[config.mk]
export PLATFORM = sky130hd
export DESIGN_NAME = cache_ctrl
export DESIGN_NICKNAME = d
export VERILOG_FILES = /design/src/rtl/cache_ctrl.sv
export SDC_FILE = /design/constraint.sdc
export NUM_CORES = 1
export LEC_CHECK = 0
export BUFFER_PORTS_ARGS = -buffer_cell sky130_fd_sc_hd__buf_2
export CAP_MARGIN = 40
export CORE_UTILIZATION = 63
export DETAILED_ROUTE_END_ITERATION = 7
export GPL_TIMING_DRIVEN = 1
export PLACE_DENSITY = 0.9
export SLEW_MARGIN = 20
export SYNTH_ARGS = -nofsm -noshare
export SYNTH_HDL_FRONTEND = slang
export SYNTH_SLANG_ARGS = --single-unit
export TNS_END_PERCENT = 30
[constraint.sdc]
create_clock -name clock -period 7.14 [get_ports clock]
set_clock_uncertainty 0.1 [all_clocks]
set_input_delay 0.357 -clock clock [delete_from_list [all_inputs] [get_ports clock]]
set_output_delay 0.357 -clock clock [all_outputs]
set_load 0.03 [all_outputs]
[src/rtl/cache_ctrl.sv]
// cache_ctrl: four-line, fully associative, write-back cache controller.
// Hits complete in two cycles. Misses optionally write back a dirty victim,
// then fill the line from backing memory. All outputs are registered.
// Build option: define CACHE_LRU_EN for true-LRU replacement. Without it the
// controller uses a round-robin victim pointer.
//
// state    | meaning
// ---------+---------------------------------------------------------------
// IDLE     | ready, waiting for req
// LOOKUP   | compare the latched address against all valid tags
// WB       | write-back strobe for a dirty victim
// FILL     | read strobe to backing memory
// CAPTURE  | backing data present on mem_dado, written into the victim line
// DONE     | completion pulse, then back to IDLE
module cache_ctrl #(
    parameter int LINES  = 4,
    parameter int ADDR_W = 3,
    parameter int DATA_W = 3
) (
    input  logic              clock,
    input  logic              reset_n,
    input  logic              req,
    input  logic              we,
    input  logic [ADDR_W-1:0] addr,
    input  logic [DATA_W-1:0] wdata,
    output logic              ready,
    output logic              done,
    output logic              hit,
    output logic [DATA_W-1:0] rdata,
    output logic [ADDR_W-1:0] mem_endereco,
    output logic              mem_read,
    input  logic [DATA_W-1:0] mem_dado,
    output logic [ADDR_W-1:0] mem_endereco_wb,
    output logic [DATA_W-1:0] mem_dado_wb,
    output logic              mem_wb
);
    localparam int IDX_W = $clog2(LINES);

    typedef enum logic [2:0] {
        S_IDLE, S_LOOKUP, S_WB, S_FILL, S_CAPTURE, S_DONE
    } state_t;

    state_t state_q, state_d;

    logic              we_q;
    logic [ADDR_W-1:0] addr_q;
    logic [DATA_W-1:0] wdata_q;
    logic [IDX_W-1:0]  idx_q;

    logic [LINES-1:0]  valid_q;
    logic [LINES-1:0]  dirty_q;
    logic [ADDR_W-1:0] tag_q  [LINES];
    logic [DATA_W-1:0] data_q [LINES];

    logic              ready_q, done_q, hit_out_q, mem_read_q, mem_wb_q;
    logic [DATA_W-1:0] rdata_q, mem_dado_wb_q;
    logic [ADDR_W-1:0] mem_endereco_q, mem_endereco_wb_q;

    logic              hit_any, inv_any;
    logic [IDX_W-1:0]  hit_idx, inv_idx, repl_idx, victim_idx;

    logic              upd_en;
    logic [IDX_W-1:0]  upd_idx;
    logic [DATA_W-1:0] upd_data;
    logic              upd_dirty;

    assign ready           = ready_q;
    assign done            = done_q;
    assign hit             = hit_out_q;
    assign rdata           = rdata_q;
    assign mem_read        = mem_read_q;
    assign mem_endereco    = mem_endereco_q;
    assign mem_wb          = mem_wb_q;
    assign mem_endereco_wb = mem_endereco_wb_q;
    assign mem_dado_wb     = mem_dado_wb_q;

    // Tag match and lowest-index invalid line (descending scan, lowest wins).
    always_comb begin
        hit_any = 1'b0;
        hit_idx = '0;
        inv_any = 1'b0;
        inv_idx = '0;
        for (int i = LINES - 1; i >= 0; i--) begin
            if (valid_q[i] && (tag_q[i] == addr_q)) begin
                hit_any = 1'b1;
                hit_idx = IDX_W'(i);
            end
            if (!valid_q[i]) begin
                inv_any = 1'b1;
                inv_idx = IDX_W'(i);
            end
        end
    end

`ifdef CACHE_LRU_EN
    localparam logic [1:0] AGE_MAX = 2'(LINES - 1);

    logic [1:0] age_q [LINES];
    logic [1:0] old_age;

    // LRU victim: the line whose age has reached the maximum.
    always_comb begin
        repl_idx = '0;
        for (int i = 0; i < LINES; i++) begin
            if (age_q[i] == AGE_MAX) begin
                repl_idx = IDX_W'(i);
            end
        end
    end

    // A line that was invalid before its fill counts as the oldest, so every
    // valid line ages by one and the ages stay a permutation of 0..n-1.
    assign old_age = valid_q[upd_idx] ? age_q[upd_idx] : AGE_MAX;

    // Age update on each completed access.
    always_ff @(posedge clock or negedge reset_n) begin
        if (!reset_n) begin
            for (int j = 0; j < LINES; j++) begin
                age_q[j] <= '0;
            end
        end else if (upd_en) begin
            for (int j = 0; j < LINES; j++) begin
                if (IDX_W'(j) == upd_idx) begin
                    age_q[j] <= '0;
                end else if (valid_q[j] && (age_q[j] < old_age)) begin
                    age_q[j] <= age_q[j] + 2'd1;
                end
            end
        end
    end
`else
    logic [IDX_W-1:0] ptr_q;

    assign repl_idx = ptr_q;

    // Round-robin pointer advances only when a miss had to evict a valid line.
    always_ff @(posedge clock or negedge reset_n) begin
        if (!reset_n) begin
            ptr_q <= '0;
        end else if ((state_q == S_LOOKUP) && !hit_any && !inv_any) begin
            ptr_q <= ptr_q + IDX_W'(1);
        end
    end
`endif

    assign victim_idx = inv_any ? inv_idx : repl_idx;

    // Next-state logic.
    always_comb begin
        state_d = state_q;
        case (state_q)
            S_IDLE:    if (req) state_d = S_LOOKUP;
            S_LOOKUP: begin
                if (hit_any) begin
                    state_d = S_DONE;
                end else if (valid_q[victim_idx] && dirty_q[victim_idx]) begin
                    state_d = S_WB;
                end else begin
                    state_d = S_FILL;
                end
            end
            S_WB:      state_d = S_FILL;
            S_FILL:    state_d = S_CAPTURE;
            S_CAPTURE: state_d = S_DONE;
            S_DONE:    state_d = S_IDLE;
            default:   state_d = S_IDLE;
        endcase
    end

    // Line update applied on the edge entering DONE, so the registered rdata
    // already reflects the access (fill data, then any write on top).
    always_comb begin
        upd_en    = 1'b0;
        upd_idx   = idx_q;
        upd_data  = mem_dado;
        upd_dirty = we_q;
        if ((state_q == S_LOOKUP) && hit_any) begin
            upd_en    = 1'b1;
            upd_idx   = hit_idx;
            upd_data  = we_q ? wdata_q : data_q[hit_idx];
            upd_dirty = dirty_q[hit_idx] | we_q;
        end else if (state_q == S_CAPTURE) begin
            upd_en    = 1'b1;
            upd_data  = we_q ? wdata_q : mem_dado;
            upd_dirty = we_q;
        end
    end

    // State register and request latch.
    always_ff @(posedge clock or negedge reset_n) begin
        if (!reset_n) begin
            state_q <= S_IDLE;
            we_q    <= 1'b0;
            addr_q  <= '0;
            wdata_q <= '0;
            idx_q   <= '0;
        end else begin
            state_q <= state_d;
            if ((state_q == S_IDLE) && req) begin
                we_q    <= we;
                addr_q  <= addr;
                wdata_q <= wdata;
            end
            if (state_q == S_LOOKUP) begin
                idx_q <= hit_any ? hit_idx : victim_idx;
            end
        end
    end

    // Line storage.
    always_ff @(posedge clock or negedge reset_n) begin
        if (!reset_n) begin
            valid_q <= '0;
            dirty_q <= '0;
            for (int j = 0; j < LINES; j++) begin
                tag_q[j]  <= '0;
                data_q[j] <= '0;
            end
        end else if (upd_en) begin
            data_q[upd_idx]  <= upd_data;
            dirty_q[upd_idx] <= upd_dirty;
            if (state_q == S_CAPTURE) begin
                tag_q[upd_idx]   <= addr_q;
                valid_q[upd_idx] <= 1'b1;
            end
        end
    end

    // Registered outputs, derived from the state being entered.
    always_ff @(posedge clock or negedge reset_n) begin
        if (!reset_n) begin
            ready_q           <= 1'b1;
            done_q            <= 1'b0;
            hit_out_q         <= 1'b0;
            rdata_q           <= '0;
            mem_read_q        <= 1'b0;
            mem_endereco_q    <= '0;
            mem_wb_q          <= 1'b0;
            mem_endereco_wb_q <= '0;
            mem_dado_wb_q     <= '0;
        end else begin
            ready_q           <= (state_d == S_IDLE);
            done_q            <= (state_d == S_DONE);
            hit_out_q         <= (state_d == S_DONE) && (state_q == S_LOOKUP);
            rdata_q           <= (state_d == S_DONE) ? upd_data : '0;
            mem_read_q        <= (state_d == S_FILL);
            mem_endereco_q    <= (state_d == S_FILL) ? addr_q : '0;
            mem_wb_q          <= (state_d == S_WB);
            mem_endereco_wb_q <= (state_d == S_WB) ? tag_q[victim_idx] : '0;
            mem_dado_wb_q     <= (state_d == S_WB) ? data_q[victim_idx] : '0;
        end
    end

endmodule

==> results.cfg, run 1 <==
[outcome]
outcome = finished clean

[die]
die_area_um2 = 5190
fp.dieH_um = 72.1
row_count = 25
initial_core_util_pct = 65.5
core_um2 = 4720
ios = 30
dieWidth_um = 72.1

[critical_path]
r2r_end = data_q[7]
crit_buf_inv = 1
worst-setup-path-type = reg2reg
critPathLaunch = addr_q[2]
required_ns = 7.26
arrival_ns = 3.34
crit_slowest_cell = or4_4
reg2reg_slack_ns = 3.92
crit_fanout = 10
start_kind = flop
crit_family = simple AND/OR/NAND/NOR gates
cp-endpoint = data_q[7]
r2r-start = addr_q[2]
path_cells = xnor2_1 -> and4_1 -> or4_4 -> nand2_2 -> inv_2 -> mux2i_4 -> nor3b_1 -> mux2_2
critPathCaptureType = flop
critical_path_depth = 8
critPathMaxStageDelay_ns = 0.60
r2r_cells = 8

[logic_synthesis]
ys_seq_elements = 63
ys.flop_type = dfrtp_1
syn_area_per_cell_um2 = 11.1
synth_nets = 292
syn_inst = 279
synth_edf_count = 0
synth_seq_area_share_pct = 51.0
yosys_warnings = 0
yosysUniqueCellTypes = 46
synth-async-reset-ratio_pct = 100
netlist_area_um2 = 3090

[detailed_routing]
drt_first_pass_iters = 5
initialDrtViolationCount = 283
vias_per_cell = 6.14
drt-wirelength-per-cell_um = 18.2
drc = 0
vias = 2344
antenna_left = 0
wl_um = 6960

[final_layout]
syn_to_final_growth_pct = 12.3
insertedDiodeCount = 0
drive_gt1_share_pct = 27.3
n_fill_cell = 318
nets = 325
utilization_pct = 73.5

[clock_tree]
cts_buffers = 9
cts_setup_buffers = 0
root_buffer = clkbuf_8
clk_pin_slew_worst_paths_ns = 0.06
cts_buffer_depth = 2
cts_tree = built
cts.sink_count = 63
cts.htree.levels = 3
hold_buffers = 0
cts_resized = 0
clkLatencyLatePin_ns = 0.34

[placement]
dp_slack_ns = 3.99
port_buffers = 29
place_congestion = 0.909
place_hpwl_um = 4850

[timing]
slew_headroom_pct = 47.7
worstMarginPinSlew_ns = 0.783
slew_viol_final = 0
finalSetupViolCount = 0
setup_ws_ns = 3.92
grt_setup_unrepaired = no
post-route-period-util_pct = 45.0
post-route-min-period_ns = 3.22
hold_slack_ns = 0.127
setup_tns_ns = 0
hold_viol = 0
fmax_mhz = 311

[pwr]
total_power_mw = 1.78
peakVddDrop_uv = 199
powerDensity_nw_per_um2 = 512
p_leak_nw = 1.64

[grt]
grt_max_degree = 64
antenna_found_initial = 0
track_usage_pct = 29.4
grt_overflow = 0
grt_pass1_vias = 2223
grt_pass1_wl_um = 11100

[flow_run]
maxCapViolCount = 0

[worst_hold_path]
hold_class = in2reg
[cell usage after synthesis, types with 3 or more instances]
cell / number / area share, %
mux2_2: 31 / 11
or2_2: 3 / 0.61
a211oi_1: 4 / 0.97
mux2i_1: 11 / 3.6
xor2_1: 4 / 1.1
dfrtp_1: 62 / 50
nand2b_1: 9 / 1.8
inv_1: 8 / 0.97
buf_4: 3 / 0.73
nor3_1: 4 / 0.65
and3_1: 10 / 2.0
o22a_1: 3 / 0.85
nand2_1: 33 / 4.0
o21ai_0: 10 / 1.6
and2_1: 5 / 1.0
and4_1: 3 / 0.85
nor2b_1: 3 / 0.61
a2111oi_0: 6 / 1.7
o211ai_1: 3 / 0.73
nor2_1: 14 / 1.7
xnor2_1: 10 / 2.8
clkbuf_1: 7 / 0.85
[per-layer routing]
metal | GRT usage, % | routed length (µm)
met3 | 8.33 | 645
met2 | 43.2 | 3230
met4 | 14.8 | 200
met5 | 0 | 0
met1 | 40.3 | 2890
[cells in the final DEF (no fill, tap or decap), types with 3 or more instances in the layout]
master,n
xor2_1,4
mux2_2,31
a211oi_1,4
nor2b_1,3
inv_1,8
xnor2_1,10
clkbuf_1,3
or2_2,3
o21ai_0,10
nor2_1,14
nand2b_1,9
and3_1,10
and4_1,3
nand2_1,33
clkbuf_8,9
buf_2,29
dfrtp_1,62
and2_1,5
nor3_1,4
a2111oi_0,6
o22a_1,3
mux2i_1,11
o211ai_1,3
[state kept, by name (all words and copies together) (netlist names), 3 cells and up]
signal and cells:
wdata_q 3, mem_endereco 3, valid_q 4, mem_dado_wb 3, rdata 3, data_q 12
state_q 3, mem_endereco_wb 3, addr_q 3, dirty_q 4, tag_q 12
[power by group]
| group | switching [mW] | internal (mW) | total, mW |
|---|---|---|---|
| sequential | 0.152 | 0.506 | 0.658 |
| combinational | 0.520 | 0.357 | 0.878 |
| clock | 0.122 | 0.121 | 0.243 |
[worst min path at each step]
stage / to / cells past startpoint / start
after detailed placement: wdata_q[2] / 1 / wdata_q[2]
after floorplan: addr_q[0] / 0 / reset_n
after global placement: ptr_q[0] / 1 / ptr_q[0]
after CTS: wdata_q[1] / 2 / reset_n
final: wdata_q[1] / 3 / wdata[1]
after global routing: wdata_q[1] / 3 / wdata[1]
[logic make-up (layout without fill, tap and decap cells)]
| logic type | count (synthesis) | count (layout) | share of synthesized area (%) |
|---|---|---|---|
| xor gates and xnor gates | 14 | 14 | 3.96 |
| muxes | 43 | 43 | 15.6 |
| buffers and inverters | 20 | 56 | 2.83 |
| AOI/OAI and AO/OA | 43 | 43 | 10.1 |
| and+or+nand+nor | 96 | 96 | 16.5 |
| DFF | 63 | 63 | 51.0 |
[stage by stage]
stage | std cells | area, µm²
final | 382 | 3470
after global routing | 382 | 3470
after CTS | 380 | 3430
after detailed placement | 366 | 3290
after global placement | 365 | 3280
after floorplan | 279 | 3090
[layout make-up]
type / instances / area (µm²) / area share, %
Sequential cell: 63 / 1580 / 45.4
Multi-Input combinational cell: 196 / 1430 / 41.3
Timing Repair Buffer: 33 / 198 / 5.69
Clock buffer: 12 / 135 / 3.89
Tap cell: 67 / 83.8 / 2.41
Inverter: 9 / 33.8 / 0.973
Clock inverter: 2 / 10.0 / 0.288
[worst reg2reg max path: stages, from the launching register on]
cell and delay (ns):
dfrtp_1 0.51, xnor2_1 0.20, and4_1 0.28, or4_4 0.60
nand2_2 0.14, inv_2 0.10, mux2i_4 0.22, nor3b_1 0.55
mux2_2 0.41
Note: power is estimated with default switching activity, not from simulation.
==> run 2, diff against run 1 <==
CORE_UTILIZATION = 59   (was 63)
PLACE_DENSITY = 0.86   (was 0.9)
clock period = 3.2 ns   (was 7.14 ns; I/O delays follow)
==> run 2 against run 1 <==
Worst setup slack got worse by 3.7 ns. Sequential power grew 120%. Die area grew 6.6%. Sequential share of layout area shrank 2.3 points. Final cell count up 3.1%. Total power grew 140%. Fmax increased by 6.6%. Largest power group unchanged. Via count shrank 0.21%. Critical endpoint is now data_q[1]. Wire length increased by 2.9%. Final area grew 5.3%.
==> results.cfg, run 2 (synthesis gave the netlist of run 1 again) <==
[timing]
post-route-period-util_pct = 94.2
finalSetupViolCount = 0
worstMarginPinSlew_ns = 0.694
setup_tns_ns = 0
grt_setup_unrepaired = no
setup_ws_ns = 0.185
hold_slack_ns = 0.0674
slew_headroom_pct = 53.6
hold_viol = 0
fmax_mhz = 332
slew_viol_final = 0
post-route-min-period_ns = 3.02

[final_layout]
stdcell_area_um2 = 3660
layout_commonest_cell = dfrtp_1
nets = 335
insertedDiodeCount = 0
reg_top3 = data_q: 12 flops, tag_q: 12 flops
drive_gt1_share_pct = 28.1
mostFrequentLayoutCells = dfrtp_1 (62), nand2_1 (33), mux2_2 (31)
syn_to_final_growth_pct = 18.2

[critical_path]
crit_fanout = 10
crit_buf_inv = 1
required_ns = 3.33
start_kind = flop
arrival_ns = 3.15
path_cells = xnor2_1 -> and4_1 -> or4_4 -> nand2_2 -> inv_2 -> mux2i_4 -> nor2_1 -> mux2_2
crit_slowest_cell = or4_4
critPathCaptureType = flop
critPathMaxStageDelay_ns = 0.60
worst-setup-path-type = reg2reg
crit_family = simple AND/OR/NAND/NOR gates

[detailed_routing]
vias = 2339
drt_first_pass_iters = 4
vias_per_cell = 5.94
drc = 0
initialDrtViolationCount = 328
antenna_left = 0
drt-wirelength-per-cell_um = 18.2
wl_um = 7160

[clock_tree]
clk_pin_slew_worst_paths_ns = 0.07
cts.sink_count = 63
clkLatencyLatePin_ns = 0.35
root_buffer = clkbuf_8
cts_buffers = 9
cts_resized = 0
cts_buffer_depth = 2
cts.htree.levels = 3
cts_tree = built

[grt]
grt_overflow = 0
antenna_found_initial = 0
track_usage_pct = 29.6
grt_pass1_wl_um = 11600
grt_max_degree = 34
grt_pass1_vias = 2243

[worst_hold_path]
hold_class = in2reg

[flow_run]
maxCapViolCount = 0

[die]
core_um2 = 4880
dieWidth_um = 74.4
die_area_um2 = 5540
fp.dieH_um = 74.4
ios = 30
row_count = 25
initial_core_util_pct = 63.4

[placement]
place_hpwl_um = 4800
place_congestion = 0.898
postPlaceCellArea_um2 = 3320
dp_slack_ns = 0.243
port_buffers = 29

[pwr]
peakVddDrop_uv = 484
powerDensity_nw_per_um2 = 1170
p_leak_nw = 1.73

[outcome]
outcome = finished clean
run 2: cell types whose count changed in the layout (fill, tap and decap cells not counted):
cell,delta
dlygate4sd3_1,+8
clkbuf_8,+4
buf_4,+2
bufinv_16,+2
clkbuf_1,-2
clkinv_2,-2
buf_12,+1
buf_16,-1
run 2: final timing paths:
| path | start | to | slack, ns | cells after the start |
|---|---|---|---|---|
| max in group asynchronous | reset_n | ready | 2.28 | 3 |
| worst max-delay path | addr_q[1] | data_q[1] | 0.18 | 8 |
| min in group asynchronous | reset_n | mem_endereco[0] | 0.12 | 2 |
| worst max register to register | addr_q[1] | data_q[1] | 0.18 | 8 |
| worst min-delay path | req | ready | 0.07 | 3 |
| worst min register to register | ptr_q[0] | ptr_q[0] | 0.42 | 1 |
run 2: worst reg2reg max path: cells and delay by family (launching register included):
family | cells | cell delay, ns
and+or+nand+nor | 4 | 1.39
xor gates and xnor gates | 1 | 0.19
buffers and inverters | 1 | 0.10
muxes | 2 | 0.61
DFF | 1 | 0.51
run 2: final cells by class:
| class | instances | area, µm² |
|---|---|---|
| sequential | 63 | 1580 |
| multi-input combinational | 196 | 1430 |
| clock inverter | 2 | 60.1 |
| timing repair buffer | 43 | 285 |
| tap | 67 | 83.8 |
| clock buffer | 14 | 183 |
| fill | 331 | 1220 |
| inverter | 9 | 33.8 |
run 2: routing by layer:
layer	track usage, %	share of wire (%)
met2	40.3	45
met1	42.9	46
met5	0	0
met3	8.94	6.9
met4	14.5	2.4
run 2: timing repair:
action | 4_1_cts | 5_1_grt
endpoints found under the hold margin | 70 | 0
hold buffers | 9 | 0
buffers inserted | 0 | 0
run 2: stage by stage:
step | utilization [%] | power [mW] | cells
detailed placement | 68.1 | 3.39 | 369
global placement | 67.7 | 3.33 | 368
global route | 74.9 | 4.54 | 394
CTS | 74.9 | 4.23 | 394
floorplan | - | 2.88 | 279
finish | 74.9 | 4.27 | 394
run 2: report_power, final:
| group | leakage, nW | switching (mW) | total, mW | internal [mW] |
|---|---|---|---|---|
| logic | 0.802 | 1.16 | 1.97 | 0.809 |
| registers | 0.804 | 0.347 | 1.48 | 1.13 |
| clock network | 0.123 | 0.302 | 0.827 | 0.524 |
==> run 3, diff against run 2 <==
PLACE_DENSITY = 0.78   (was 0.86)
==> run 3 against run 2 <==
Via count shrank 3.0%. Final cell count shrank 0.76%. Die area unchanged. Total power down 6.0%. Wire length down 4.6%. Count of clock-buffer cells in the layout down 2. Global-route usage fell by 1.0 points. Sequential share of layout area up 1.0 points. Critical path type unchanged. Critical endpoint is now data_q[0]. Largest cell class unchanged.
==> results.cfg, run 3 (synthesis gave the netlist of run 1 again) <==
[clock_tree]
root_buffer = clkbuf_8
cts_setup_buffers = 0
cts_resized = 0
clkLatencyLatePin_ns = 0.34
cts_buffers = 9
cts_tree = built
clk_pin_slew_worst_paths_ns = 0.06
hold_buffers = 9
cts.sink_count = 63
cts_buffer_depth = 2
cts.htree.levels = 3

[critical_path]
start_kind = flop
crit_fanout = 10
reg2reg_slack_ns = 0.15
critPathCaptureType = flop
required_ns = 3.32
arrival_ns = 3.17
worst-setup-path-type = reg2reg

[pwr]
powerDensity_nw_per_um2 = 1120
peakVddDrop_uv = 527
p_leak_nw = 1.69

[final_layout]
reg_top3 = data_q: 12 flops, tag_q: 12 flops
mostFrequentLayoutCells = dfrtp_1 (62), nand2_1 (33), mux2_2 (31)
nets = 335
layout_commonest_cell = dfrtp_1
syn_to_final_growth_pct = 15.5
insertedDiodeCount = 0
final-seq-area_um2 = 1580
multi_input_area_um2 = 1430
drive_gt1_share_pct = 27.8
n_fill_cell = 352

[die]
core_um2 = 4880
ios = 30
die_area_um2 = 5540
row_count = 25
dieWidth_um = 74.4
fp.dieH_um = 74.4
initial_core_util_pct = 63.4

[placement]
port_buffers = 29
place_hpwl_um = 4840
place_congestion = 0.905

[grt]
grt_pass1_wl_um = 11200
grt_max_degree = 40
antenna_found_initial = 0
grt_pass1_vias = 2110
track_usage_pct = 28.6
grt_overflow = 0

[outcome]
outcome = finished clean

[timing]
post-route-min-period_ns = 3.05
slew_viol_final = 0
worstMarginPinSlew_ns = 0.619
post-route-period-util_pct = 95.2
setup_tns_ns = 0
hold_slack_ns = 0.0824
grt_setup_unrepaired = no
fmax_mhz = 328
slew_headroom_pct = 58.7
finalSetupViolCount = 0
hold_viol = 0

[detailed_routing]
vias = 2268
antenna_left = 0
vias_per_cell = 5.80
drt_first_pass_iters = 4
initialDrtViolationCount = 212
wl_um = 6830
drc = 0
drt-wirelength-per-cell_um = 17.5

[worst_hold_path]
hold_class = in2reg

[flow_run]
maxCapViolCount = 0
run 3: per-stage QoR:
| step | total power [mW] | setup WS, ns | cell area [µm²] | cells | utilization, % |
|---|---|---|---|---|---|
| 5_1_grt | 4.29 | 0.00523 | 3570 | 391 | 73.2 |
| 2_1_floorplan | 2.88 | 0.270 | 3090 | 279 | - |
| 4_1_cts | 4.00 | 0.163 | 3570 | 391 | 73.2 |
| 3_3_place_gp | 3.32 | 0.286 | 3310 | 369 | 67.9 |
| 3_5_place_dp | 3.38 | 0.171 | 3310 | 369 | 67.9 |
| 6_report | 4.01 | 0.153 | 3570 | 391 | 73.2 |
run 3: final timing paths:
kind,cells past startpoint,start,endpoint
min in group asynchronous,2,reset_n,addr_q[2]
max reg2reg,8,addr_q[0],data_q[0]
min reg2reg,1,wdata_q[0],wdata_q[0]
max in group asynchronous,3,reset_n,ready
min,3,req,ready
max,8,addr_q[0],data_q[0]
run 3: final cells by class:
type / count / share of cell area, %
clock buffer: 12 / 4.62
clock inverter: 1 / 0.140
inverter: 9 / 0.946
multi-input combinational: 196 / 40.1
sequential: 63 / 44.2
tap: 67 / 2.35
timing repair buffer: 43 / 7.64
run 3: worst max-delay path: stages (launching register included):
cell and delay [ns]:
dfrtp_1 0.51, xnor2_1 0.20, and4_1 0.29, or4_4 0.60, nand2_2 0.14, inv_2 0.11
mux2i_4 0.23, nor2_1 0.38, mux2_2 0.39
run 3: report_power, final:
group | internal [mW] | switching (mW) | total, mW
registers | 1.13 | 0.324 | 1.45
clock network | 0.330 | 0.272 | 0.602
logic | 0.813 | 1.14 | 1.96
total | 2.27 | 1.74 | 4.01
run 3: per-layer routing:
| metal | wire [µm] | vias to the layer above | share of wire (%) | track usage [%] |
|---|---|---|---|---|
| met5 | 0 | - | 0 | 0 |
| met4 | 107 | 0 | 1.6 | 12.6 |
| met3 | 436 | 12 | 6.4 | 6.50 |
| met2 | 3040 | 85 | 44 | 39.8 |
| met1 | 3250 | 1096 | 48 | 42.5 |
| li1 | - | 1075 | - | - |
